### config.mk
export PLATFORM = sky130hd
export DESIGN_NAME = sync_fifo
export DESIGN_NICKNAME = d
export VERILOG_FILES = /design/src/rtl/sync_fifo_pkg.sv /design/src/rtl/sync_fifo_mem.sv /design/src/rtl/sync_fifo.sv
export SDC_FILE = /design/constraint.sdc
export NUM_CORES = 1
export LEC_CHECK = 0
export BUFFER_PORTS_ARGS = -buffer_cell sky130_fd_sc_hd__clkbuf_2
export CORE_UTILIZATION = 58
export DETAILED_ROUTE_END_ITERATION = 16
export PLACE_DENSITY_LB_ADDON = 0.25
export SYNTH_ARGS = -nofsm -noshare
export SYNTH_HDL_FRONTEND = slang
export SYNTH_SLANG_ARGS = --single-unit
### constraint.sdc
create_clock -name clk_i -period 5.6 [get_ports clk_i]
set_input_delay 0.28 -clock clk_i [delete_from_list [all_inputs] [get_ports clk_i]]
set_output_delay 0.28 -clock clk_i [all_outputs]
set_load 0.02 [all_outputs]
### src/rtl/sync_fifo_pkg.sv
// ============================================================================
// Module      : sync_fifo_pkg
// Description : Shared constants and elaboration helpers for the single-clock
//               FIFO. No ports; imported by sync_fifo.
// Revision    : 1.0 - initial release
// ============================================================================
`default_nettype none

package sync_fifo_pkg;

    // Default geometry of the FIFO.
    localparam int c_DEFAULT_DEPTH      = 16;
    localparam int c_DEFAULT_DATA_WIDTH = 10;

    // True when n is a non-zero power of two. Used at elaboration time to
    // reject depths that would break the wrap-bit pointer scheme.
    function automatic bit is_pow2(input int n);
        return (n > 0) && ((n & (n - 1)) == 0);
    endfunction

endpackage : sync_fifo_pkg

`default_nettype wire

### src/rtl/sync_fifo_mem.sv
// ============================================================================
// Module      : sync_fifo_mem
// Description : DEPTH x DATA_WIDTH storage array with a synchronous write port
//               and a registered read port. Only the read register is reset;
//               the array contents are left untouched by reset.
// Ports       : clk_i    - clock, rising edge
//               rst_i    - synchronous active-high reset (read register only)
//               we_i     - write enable
//               waddr_i  - write address
//               wdata_i  - write data
//               re_i     - read enable; read register loads when high
//               raddr_i  - read address
//               rdata_o  - registered read data, holds when re_i is low
// Revision    : 1.0 - initial release
// ============================================================================
`default_nettype none

module sync_fifo_mem #(
    parameter int DEPTH      = 16,
    parameter int DATA_WIDTH = 10,
    parameter int ADDR_WIDTH = $clog2(DEPTH)
) (
    input  logic                  clk_i,
    input  logic                  rst_i,
    input  logic                  we_i,
    input  logic [ADDR_WIDTH-1:0] waddr_i,
    input  logic [DATA_WIDTH-1:0] wdata_i,
    input  logic                  re_i,
    input  logic [ADDR_WIDTH-1:0] raddr_i,
    output logic [DATA_WIDTH-1:0] rdata_o
);

    logic [DATA_WIDTH-1:0] mem_q [DEPTH];
    logic [DATA_WIDTH-1:0] rdata_q;

    // Storage array: no reset so it maps onto plain RAM.
    always_ff @(posedge clk_i) begin
        if (we_i) begin
            mem_q[waddr_i] <= wdata_i;
        end
    end

    // Read register: reads the array as it stood before this edge, so a
    // write and read to the same address in one cycle never forwards.
    always_ff @(posedge clk_i) begin
        if (rst_i) begin
            rdata_q <= '0;
        end else if (re_i) begin
            rdata_q <= mem_q[raddr_i];
        end
    end

    assign rdata_o = rdata_q;

endmodule : sync_fifo_mem

`default_nettype wire

### src/rtl/sync_fifo.sv
// ============================================================================
// Module      : sync_fifo
// Description : Single-clock synchronous FIFO with full/empty status and
//               one-cycle overflow/underflow error pulses. Read latency is
//               one clock; ordering is strictly first-in first-out.
// Ports       : clk_i       - clock, rising edge
//               rst_i       - synchronous active-high reset
//               wr_en_i     - write request
//               wdata_i     - write data
//               full_o      - FIFO holds DEPTH entries
//               overflow_o  - write attempted while full (registered)
//               rd_en_i     - read request
//               rdata_o     - read data, valid after the accepting edge
//               empty_o     - FIFO holds 0 entries
//               underflow_o - read attempted while empty (registered)
// Revision    : 1.0 - initial release
// ============================================================================
`default_nettype none

module sync_fifo
    import sync_fifo_pkg::*;
#(
    parameter int DEPTH      = c_DEFAULT_DEPTH,
    parameter int DATA_WIDTH = c_DEFAULT_DATA_WIDTH
) (
    input  logic                  clk_i,
    input  logic                  rst_i,
    input  logic                  wr_en_i,
    input  logic [DATA_WIDTH-1:0] wdata_i,
    output logic                  full_o,
    output logic                  overflow_o,
    input  logic                  rd_en_i,
    output logic [DATA_WIDTH-1:0] rdata_o,
    output logic                  empty_o,
    output logic                  underflow_o
);

    // Address width is derived from DEPTH and never overridden.
    localparam int PTR_WIDTH = $clog2(DEPTH);

    localparam logic [PTR_WIDTH:0] c_PTR_ONE = {{PTR_WIDTH{1'b0}}, 1'b1};

    // ------------------------------------------------------------------
    // Elaboration-time geometry check
    // ------------------------------------------------------------------
    generate
        if (!is_pow2(DEPTH) || (DEPTH < 2)) begin : g_bad_depth
            $error("sync_fifo: DEPTH must be a power of two and at least 2");
        end
    endgenerate

    // ------------------------------------------------------------------
    // Pointer and flag state
    // ------------------------------------------------------------------
    // Pointers carry one extra MSB that toggles on every wrap. Equal
    // pointers mean empty; equal low bits with differing MSBs mean full.
    logic [PTR_WIDTH:0] wr_ptr_q, wr_ptr_d;
    logic [PTR_WIDTH:0] rd_ptr_q, rd_ptr_d;
    logic               overflow_q, overflow_d;
    logic               underflow_q, underflow_d;

    logic w_full;
    logic w_empty;
    logic w_wr_accept;
    logic w_rd_accept;

    assign w_empty = (wr_ptr_q == rd_ptr_q);
    assign w_full  = (wr_ptr_q[PTR_WIDTH-1:0] == rd_ptr_q[PTR_WIDTH-1:0]) &&
                     (wr_ptr_q[PTR_WIDTH] != rd_ptr_q[PTR_WIDTH]);

    // Acceptance uses the flags as they stand before the edge, so a
    // simultaneous read does not make room for a write at full, and a
    // simultaneous write does not supply data to a read at empty.
    assign w_wr_accept = wr_en_i & ~w_full;
    assign w_rd_accept = rd_en_i & ~w_empty;

    always_comb begin
        wr_ptr_d    = wr_ptr_q;
        rd_ptr_d    = rd_ptr_q;
        overflow_d  = wr_en_i & w_full;
        underflow_d = rd_en_i & w_empty;
        if (w_wr_accept) begin
            wr_ptr_d = wr_ptr_q + c_PTR_ONE;
        end
        if (w_rd_accept) begin
            rd_ptr_d = rd_ptr_q + c_PTR_ONE;
        end
    end

    always_ff @(posedge clk_i) begin
        if (rst_i) begin
            wr_ptr_q    <= '0;
            rd_ptr_q    <= '0;
            overflow_q  <= 1'b0;
            underflow_q <= 1'b0;
        end else begin
            wr_ptr_q    <= wr_ptr_d;
            rd_ptr_q    <= rd_ptr_d;
            overflow_q  <= overflow_d;
            underflow_q <= underflow_d;
        end
    end

    // ------------------------------------------------------------------
    // Storage
    // ------------------------------------------------------------------
    logic w_mem_we;
    logic w_mem_re;

    // Writes are suppressed during reset so a discarded word cannot land
    // in the array behind the freshly cleared pointers.
    assign w_mem_we = w_wr_accept & ~rst_i;
    assign w_mem_re = w_rd_accept;

    sync_fifo_mem #(
        .DEPTH      (DEPTH),
        .DATA_WIDTH (DATA_WIDTH),
        .ADDR_WIDTH (PTR_WIDTH)
    ) u_mem (
        .clk_i   (clk_i),
        .rst_i   (rst_i),
        .we_i    (w_mem_we),
        .waddr_i (wr_ptr_q[PTR_WIDTH-1:0]),
        .wdata_i (wdata_i),
        .re_i    (w_mem_re),
        .raddr_i (rd_ptr_q[PTR_WIDTH-1:0]),
        .rdata_o (rdata_o)
    );

    // ------------------------------------------------------------------
    // Outputs
    // ------------------------------------------------------------------
    assign full_o      = w_full;
    assign empty_o     = w_empty;
    assign overflow_o  = overflow_q;
    assign underflow_o = underflow_q;

endmodule : sync_fifo

`default_nettype wire

==> flow_summary_export.csv, run 1 <==
group,metric,value,unit
cells_and_area,n_antenna_cell,0,
cells_and_area,multi_input_area,1880,um2
floorplanning,pin_count,28,
drt,first_pass_iters,4,
pwr,powerDensity,369,nW/um2
sta,finalMaxSlewViolations,0,
yosys,yosys_warnings,0,
worst_setup_path,cp_top_family,"simple AND/OR/NAND/NOR gates",
pwr,leakagePower,2.57,nW
min_path,worstHoldStart,"rd_en_i",
global_route,grt_pass1_vias,3825,
yosys,yosys.area.top_type,"edfxtp_1",
worst_setup_path,setup.worst_path.start_class,"flip-flop",
clocking,htreeDepth,4,
floorplanning,dieHeight,114,um
yosys,yosysSeqAreaShare,0.723,
clocking,postCtsResizedCells,0,
yosys,netlist_area,7250,um2
sta,relSlewSlack,0.198,
run_status,status,"complete, no violations",
floorplanning,start_util,0.599,
min_path,hold_class,"input port to flip-flop",
global_route,grt_pass1_wl,22.6,mm
sta,tightest_slew,1.20,ns
drt,routed_wl,14.9,mm
drt,drc,0,
sta,finalCritPeriodShare,0.590,
global_route,grt_max_degree,54,
cells_and_area,seq_area,5250,um2
worst_setup_path,critical-path-max-stage-delay,1.02,ns
job,maxCapViolations,0,
sta,finalSetupTns,0,ns
global_route,grt_usage,0.252,
drt,drt_iter0_markers,283,
clocking,clockBufferDepth,2,
worst_setup_path,slowest_stage,"nor4b_2",
worst_setup_path,worstSetupStartpoint,"rd_ptr_q[3]",
cells_and_area,syn2layout_area_growth,12.2,%
worst_setup_path,regToRegStartpoint,"rd_ptr_q[3]",
floorplanning,row_count,40,
floorplanning,die_x,114,um
sta,fmax,302,MHz
worst_setup_path,worstSetupPathType,"flip-flop to flip-flop",
clocking,postCtsSetupRepairBufs,0,
yosys,syn_area_per_cell,18.4,um2
floorplanning,core,12100,um2
worst_setup_path,crit_chain,"xnor2_1, nand4_1, o21ai_1, buf_4, nor4b_2",
drt,dr_total_vias,3721,
drt,antenna_left,0,
yosys,syn_nets,414,
drt,via_per_inst,6.13,
placement,placement.io_buffers,27,
worst_setup_path,path_max_fanout,23,
sta,skew,0.00479,ns
global_route,antenna_found_initial,0,
worst_setup_path,end_kind,"flip-flop",
worst_setup_path,path_buf_inv,1,
pwr,ir_worst_vdd,176,uV
yosys,synth_top_area_frac,0.663,
floorplanning,dieArea,13000,um2
sta,min_period,3.31,ns
worst_setup_path,cp.required,5.64,ns
clocking,hold_buffers,0,
yosys,yosys_register_bits,182,
sta,rsz0062_at_grt,"no",
clocking,clk_latency,0.42,ns
placement,hpwl,9.45,mm
yosys,synthCells,395,
cells_and_area,final_nets,445,
clocking,cts_tree,"built",
sta,holdWs,0.218,ns
cells_and_area,layout_commonest_cell,"edfxtp_1",
worst_setup_path,worstPathArrival,3.34,ns
sta,setup_violations,0,
cells_and_area,final_cell_mix,"160 x edfxtp_1, 28 x mux4_2, 27 x clkbuf_2",
yosys,netlist_top_cells_area,"edfxtp_1 66%, mux4_2 8.7%, dfxtp_1 6.1%, mux2_2 3.1%, a211oi_1 1.7%",
cells_and_area,n_fill_cell,812,
clocking,cts_made_buffers,17,
clocking,cts-root-buf,"clkbuf_16",
placement,globalplace.congestion,0.834,
global_route,grt_overflow,0,
cells_and_area,drive_gt1_frac,0.292,
clocking,clk_pin_slew,0.06,ns
clocking,cts.sinks,182,
sta,finalHoldViolations,0,
yosys,yosys.cell_types.count,37,
drt,wl_per_cell,24.6,um
[power breakdown]
group / total [mW] / switching [mW] / leakage, nW / internal, mW
registers: 1.52 / 0.0154 / 1.62 / 1.51
clock network: 1.15 / 0.463 / 0.287 / 0.689
logic: 0.326 / 0.209 / 0.657 / 0.118
total: 3.00 / 0.687 / 2.57 / 2.31
[metrics by stage]
step           std cells  worst slack, ns  utilization  area [um2]  power [mW]
4_1_cts              607             2.32        0.672        8140        3.02
5_1_grt              607             2.09        0.672        8140        3.10
2_1_floorplan        395             2.89            -        7250        1.78
3_5_place_dp         575             2.37        0.625        7570        1.88
6_report             607             2.29        0.672        8140        3.00
3_3_place_gp         575             2.46        0.625        7570        1.87
[area by class of cell]
type	count	area share
clock buffers	18	0.0527
clock inverters	14	0.0172
inverters	3	0.00138
multi-input cells	183	0.230
flip-flops and latches	182	0.645
well taps	168	0.0258
repair buffers	39	0.0277
[logic make-up after synthesis]
group / count (synthesis) / synth area share
DFF: 182 / 0.723
and+or+nand+nor: 62 / 0.0443
muxes: 61 / 0.140
AOI/OAI and AO/OA: 42 / 0.0426
buffers and inverters: 30 / 0.0250
xor gates and xnor gates: 13 / 0.0157
adders and majority gates: 5 / 0.00863
[worst paths after layout]
| kind | end | slack (ns) | depth (start not counted) |
|---|---|---|---|
| max | u_mem.mem_q[5][8] | 2.29 | 5 |
| min | underflow_o | 0.22 | 2 |
| max reg2reg | u_mem.mem_q[5][8] | 2.29 | 5 |
| min reg2reg | u_mem.rdata_o[3] | 0.49 | 2 |
[synth_stat cells]
library cell / n
nand2b_1: 5
and4_1: 1
o2111ai_1: 1
nor4_1: 4
nand3_1: 1
buf_1: 2
buf_2: 8
and3b_1: 1
mux4_2: 28
mux2_2: 20
xor2_1: 6
xnor2_1: 7
o21a_1: 1
o22ai_1: 10
a211oi_2: 4
o21ai_0: 2
inv_1: 3
nand2_1: 4
buf_6: 2
mux2i_1: 11
dfxtp_1: 22
a211oi_1: 16
ha_1: 5
nand4_1: 1
or3_1: 1
nor3_1: 18
buf_4: 3
edfxtp_1: 160
o21ai_1: 2
buf_12: 2
mux4_1: 2
nor2_1: 20
a21oi_1: 2
and3_1: 1
clkbuf_1: 10
nor4b_1: 5
o211ai_1: 4
[per-layer routing]
metal / vias to the layer above / GRT usage / wire, um
li1: 1653 / - / -
met1: 1893 / 0.344 / 6450
met2: 149 / 0.396 / 7330
met3: 26 / 0.0531 / 779
met4: 0 / 0.110 / 352
met5: - / 0 / 0
[flip-flops by register name (all words and copies together) (netlist names)]
| register | flops |
|---|---|
| overflow_o | 1 |
| rd_ptr_q | 5 |
| u_mem.mem_q | 160 |
| u_mem.rdata_o | 10 |
| underflow_o | 1 |
| wr_ptr_q | 5 |
[worst reg2reg max path, cell delays in order, from the launching register on]
cell and delay, ns:
dfxtp_1 0.96, xnor2_1 0.17, nand4_1 0.40, o21ai_1 0.12
buf_4 0.24, nor4b_2 1.03
(Power assumes the default switching activity.)
==> run 2: changes to the inputs <==
Clock period 5.6 ns to 3.1 ns, I/O delays scaled along.
==> run 2 against run 1 <==
Total power increased by 85%. Global-route usage increased by 0.93 points. Critical endpoint is now u_mem.rdata_o[7]. Combinational power increased by 86%. Largest power group unchanged.
==> flow_summary_export.csv, run 2 (synthesized netlist as in run 1, its figures left out) <==
group,metric,value,unit
run_status,status,"complete, no violations",
placement,hpwl,8.89,mm
cells_and_area,layout_commonest_cell,"edfxtp_1",
global_route,grt_max_degree,54,
floorplanning,row_count,40,
drt,first_pass_iters,4,
sta,finalMaxSlewViolations,0,
cells_and_area,syn2layout_area_growth,14.5,%
clocking,postCtsSetupRepairBufs,0,
sta,min_period,2.43,ns
pwr,ir_worst_vdd,373,uV
pwr,leakagePower,2.66,nW
floorplanning,pin_count,28,
global_route,grt_pass1_vias,3940,
sta,rsz0062_at_grt,"no",
worst_setup_path,cp.required,3.44,ns
cells_and_area,n_antenna_cell,0,
cells_and_area,drive_gt1_frac,0.327,
global_route,antenna_found_initial,0,
sta,finalCritPeriodShare,0.784,
cells_and_area,largest_reg_flops,160,
min_path,hold_class,"input port to flip-flop",
clocking,clockBufferDepth,2,
placement,placed_cells,591,
floorplanning,dieHeight,114,um
clocking,htreeDepth,4,
worst_setup_path,worstPathArrival,2.77,ns
drt,antenna_left,0,
clocking,cts-root-buf,"clkbuf_16",
pwr,powerDensity,670,nW/um2
worst_setup_path,setup.worst_path.start_class,"flip-flop",
sta,finalHoldViolations,0,
drt,dr_total_vias,3928,
drt,via_per_inst,6.30,
drt,drc,0,
drt,routed_wl,15.3,mm
placement,globalplace.congestion,0.767,
sta,fmax,411,MHz
global_route,grt_usage,0.261,
worst_setup_path,path_max_fanout,34,
clocking,hold_buffers,0,
sta,holdWs,0.0576,ns
cells_and_area,final_cell_mix,"160 x edfxtp_1, 28 x mux4_2, 28 x buf_4",
floorplanning,die_x,114,um
cells_and_area,final_nets,461,
placement,placement.io_buffers,27,
cells_and_area,largest-register,"u_mem.mem_q",
global_route,grt_pass1_wl,23.5,mm
sta,skew,0.00555,ns
clocking,cts_made_buffers,17,
sta,tightest_slew,0.865,ns
worst_setup_path,end_kind,"flip-flop",
floorplanning,dieArea,13000,um2
clocking,cts.sinks,182,
clocking,postCtsResizedCells,0,
clocking,clk_pin_slew,0.06,ns
sta,relSlewSlack,0.419,
clocking,clk_latency,0.42,ns
drt,wl_per_cell,24.6,um
drt,drt_iter0_markers,317,
clocking,cts_tree,"built",
floorplanning,core,12100,um2
global_route,grt_overflow,0,
worst_setup_path,worstSetupPathType,"flip-flop to flip-flop",
floorplanning,start_util,0.599,
sta,finalSetupTns,0,ns
sta,setup_violations,0,
cells_and_area,stdcell_count,623,
job,maxCapViolations,0,
## run 2: cell count changes in the layout (fill, tap and decap cells not counted)
cell / delta
buf_4: +16
inv_6: +1
clkinvlp_4: +3
clkinv_1: -4
clkinv_2: -3
clkinv_4: +1
clkbuf_1: -1
clkbuf_8: +3
## run 2: final timing paths
path                                        from                to  slack, ns  depth (start not counted)
worst min register to register  u_mem.rdata_o[3]  u_mem.rdata_o[3]       0.50                          2
worst max-delay path                 rd_ptr_q[1]  u_mem.rdata_o[7]       0.67                          6
worst max register to register       rd_ptr_q[1]  u_mem.rdata_o[7]       0.67                          6
worst min-delay path                     wr_en_i        overflow_o       0.06                          2
## run 2: metrics by stage
stage                     total power [mW]   util  setup WS [ns]  cell area, um2
after floorplan                       3.21      -          0.385            7250
after global placement                3.40  0.635          0.742            7690
after detailed placement              3.41  0.635          0.692            7690
after CTS                             5.59  0.686          0.621            8310
after global routing                  5.74  0.686          0.509            8310
final                                 5.56  0.686          0.669            8310
## run 2: layout make-up
cell class                 count  area, um2
timing repair buffer          55        345
inverter                       3       11.3
multi-input combinational    183       1880
sequential                   182       5250
clock buffer                  20        467
tap                          168        210
clock inverter                12        150
fill                         830       3800
## run 2: power breakdown
part | internal (mW) | total [mW] | switching (mW)
combinational | 0.227 | 0.605 | 0.378
sequential | 2.72 | 2.75 | 0.0323
clock | 1.33 | 2.21 | 0.877
## run 2: critical path: stages (launching register included)
cell	delay, ns
dfxtp_2	0.34
buf_4	0.54
nand2b_1	0.54
o22ai_1	0.19
a211oi_1	0.41
a211oi_2	0.11
nor3_1	0.20
## run 2: layer usage
layer  wire, um  GRT usage
met3       1050     0.0547
met4        506      0.131
met1       6170      0.350
met2       7580      0.411
met5          0          0
==> run 3: changes to the inputs <==
Settings changed: ABC_AREA from default to 1.
Clock period 3.1 ns to 2.4 ns, I/O delays scaled along.
==> run 3 against run 2 <==
Die area rose by 8.8%. Worst hold slack worse by 0.032 ns. Area after synthesis rose by 8.9%. Clock power grew 28%. Final cell count increased by 63%. Fmax increased by 11%. Routed wire length rose by 17%. Count of clock-buffer cells in the layout decreased by 2. Total power increased by 31%. Clock skew rose by 0.0077 ns. Largest cell class unchanged.
==> flow_summary_export.csv, run 3 <==
group,metric,value,unit
drt,routed_wl,17.9,mm
placement,globalplace.congestion,0.898,
run_status,status,"complete, no violations",
floorplanning,die_x,119,um
drt,wl_per_cell,17.7,um
yosys,yosys_warnings,0,
yosys,syn_nets,808,
yosys,netlist_area,7900,um2
yosys,yosys_register_bits,182,
global_route,grt_pass1_vias,5235,
yosys,yosys.area.top_type,"edfxtp_1",
global_route,grt_max_degree,82,
clocking,postCtsSetupRepairBufs,0,
sta,holdWs,0.0253,ns
min_path,hold_class,"input port to flip-flop",
drt,via_per_inst,5.46,
cells_and_area,layout_commonest_cell,"nand2_1",
yosys,netlist_top_cells_area,"edfxtp_1 61%, nand2_1 8.4%, dfxtp_1 5.6%, inv_1 5.4%, nand3_1 5.0%",
global_route,grt_usage,0.272,
sta,tightest_slew,0.887,ns
yosys,yosys.cell_types.count,25,
worst_setup_path,worstSetupPathType,"flip-flop to flip-flop",
pwr,switching_share,0.258,
yosys,synth_top_area_frac,0.608,
pwr,p_seq_frac,0.484,
drt,dr_total_vias,5528,
worst_setup_path,worstPathArrival,2.33,ns
yosys,synth_most_common_cell,"nand2_1",
sta,skew,0.0133,ns
yosys,synthTopCellsByCount,"177 x nand2_1, 160 x edfxtp_1, 113 x inv_1",
placement,place_worst_setup_slack,0.422,ns
placement,hpwl,11.5,mm
worst_setup_path,path_max_fanout,17,
pwr,power_frac_comb,0.129,
clocking,postCtsResizedCells,0,
clocking,htreeDepth,4,
clocking,cts_made_buffers,17,
sta,finalCritPeriodShare,0.914,
sta,relSlewSlack,0.407,
drt,drc,0,
worst_setup_path,critical-path-max-stage-delay,0.34,ns
clocking,cts_tree,"built",
yosys,synth-edff-count,160,
sta,rsz0062_at_grt,"no",
sta,fmax,456,MHz
cells_and_area,largest_reg_flops,160,
cells_and_area,largest-register,"u_mem.mem_q",
worst_setup_path,setup.worst_path.start_class,"flip-flop",
clocking,cts.sinks,182,
pwr,powerDensity,812,nW/um2
worst_setup_path,crit_chain,"inv_1, nand2_1, nand2_1, nor2_4, nand3_2, clkinv_2, nor4_2, buf_4",
cells_and_area,final_nets,843,
floorplanning,core,13200,um2
pwr,switchingPower,1.88,mW
sta,setup_slack,0.207,ns
worst_setup_path,cp.required,2.54,ns
pwr,clockPowerShare,0.387,
drt,antenna_left,0,
yosys,synthFlopType,"edfxtp_1",
global_route,antenna_found_initial,0,
global_route,grt_overflow,0,
cells_and_area,syn2layout_area_growth,13.7,%
worst_setup_path,slowest_stage,"dfxtp_1",
drt,drt_iter0_markers,602,
pwr,ir_worst_vdd,593,uV
pwr,leakagePower,3.73,nW
drt,first_pass_iters,5,
clocking,clk_latency,0.43,ns
clocking,hold_buffers,0,
job,maxCapViolations,0,
yosys,syn_area_per_cell,10.0,um2
yosys,ys_async_sr_fraction,0,
worst_setup_path,path_common_cell,"nand2_1",
floorplanning,row_count,42,
sta,finalSetupTns,0,ns
sta,min_period,2.19,ns
cells_and_area,final_cell_area,8980,um2
sta,finalMaxSlewViolations,0,
clocking,clk_pin_slew,0.07,ns
cells_and_area,n_antenna_cell,0,
floorplanning,start_util,0.597,
global_route,grt_pass1_wl,27.9,mm
clocking,clockBufferDepth,2,
pwr,p_int,5.41,mW
floorplanning,dieHeight,119,um
worst_setup_path,end_kind,"flip-flop",
floorplanning,pin_count,28,
cells_and_area,n_fill_cell,1002,
cells_and_area,drive_gt1_frac,0.133,
floorplanning,dieArea,14100,um2
clocking,cts-root-buf,"clkbuf_16",
cells_and_area,final_cell_mix,"177 x nand2_1, 160 x edfxtp_1, 113 x inv_1",
placement,placed_area,8380,um2
yosys,synthCells,789,
placement,placement.io_buffers,27,
yosys,yosysSeqAreaShare,0.664,
sta,setup_violations,0,
cells_and_area,utilization,0.678,
sta,finalHoldViolations,0,
==> run 3: cell types whose count changed after synthesis, moves of 14 or more <==
cell      previous run  this run
inv_1                3       113
nor2_1              20       101
nor3_1              18         1
nand2_1              4       177
nand3_1              1        79
mux2_2              20         0
o21ai_0              2        43
a21oi_1              2        16
mux4_2              28         0
a211oi_1            16         0
==> run 3: worst paths after layout <==
kind	endpoint	slack, ns	depth (start not counted)	start
worst min-delay path	underflow_o	0.03	3	rd_en_i
worst max register to register	u_mem.mem_q[12][2]	0.21	8	rd_ptr_q[3]
worst min register to register	rd_ptr_q[3]	0.51	2	rd_ptr_q[3]
worst max-delay path	u_mem.mem_q[12][2]	0.21	8	rd_ptr_q[3]
==> run 3: logic make-up (layout without fill, tap and decap cells) <==
logic type      after synthesis  count (layout)  share of synthesized area
xor+xnor                      7               7                    0.00776
flops                       182             182                      0.664
fa+ha+maj                     5               5                    0.00792
buf+inv                     157             205                     0.0806
simple gates                378             378                      0.202
compound gates               60              60                     0.0380
==> run 3: routing by layer <==
metal | GRT usage | vias to the layer above | share of wire | wire length, um
met5 | 0 | - | 0 | 0
met4 | 0.127 | 0 | 0.032 | 571
met3 | 0.0545 | 39 | 0.072 | 1290
met2 | 0.446 | 226 | 0.48 | 8670
met1 | 0.350 | 2621 | 0.41 | 7380
li1 | - | 2642 | - | -
==> run 3: cell type report <==
class,instances,area (um2),share of cell area
clock buffers,18,429,0.0478
clock inverters,14,175,0.0195
inverters,119,448,0.0499
multi-input cells,450,2110,0.235
flip-flops and latches,182,5250,0.584
well taps,176,220,0.0245
repair buffers,54,350,0.0390
==> run 3: power by group through the flow <==
stage	combinational [mW]	sequential [mW]	clock [mW]
after global routing	1.04	3.53	2.96
final	0.939	3.53	2.82
after CTS	0.932	3.53	2.85
after global placement	0.914	3.59	0
after floorplan	0.590	3.62	0
after detailed placement	0.925	3.60	0
==> run 3: per-stage QoR <==
stage,power (mW),std cells
6_report,7.29,1013
5_1_grt,7.53,1013
4_1_cts,7.31,1013
3_5_place_dp,4.52,981
3_3_place_gp,4.51,981
2_1_floorplan,4.21,789
==> run 3: critical path: cells and delay by family (launching register included) <==
kind | cells | cell delay (ns)
and+or+nand+nor | 5 | 0.68
DFF | 1 | 0.34
buffers and inverters | 3 | 0.88
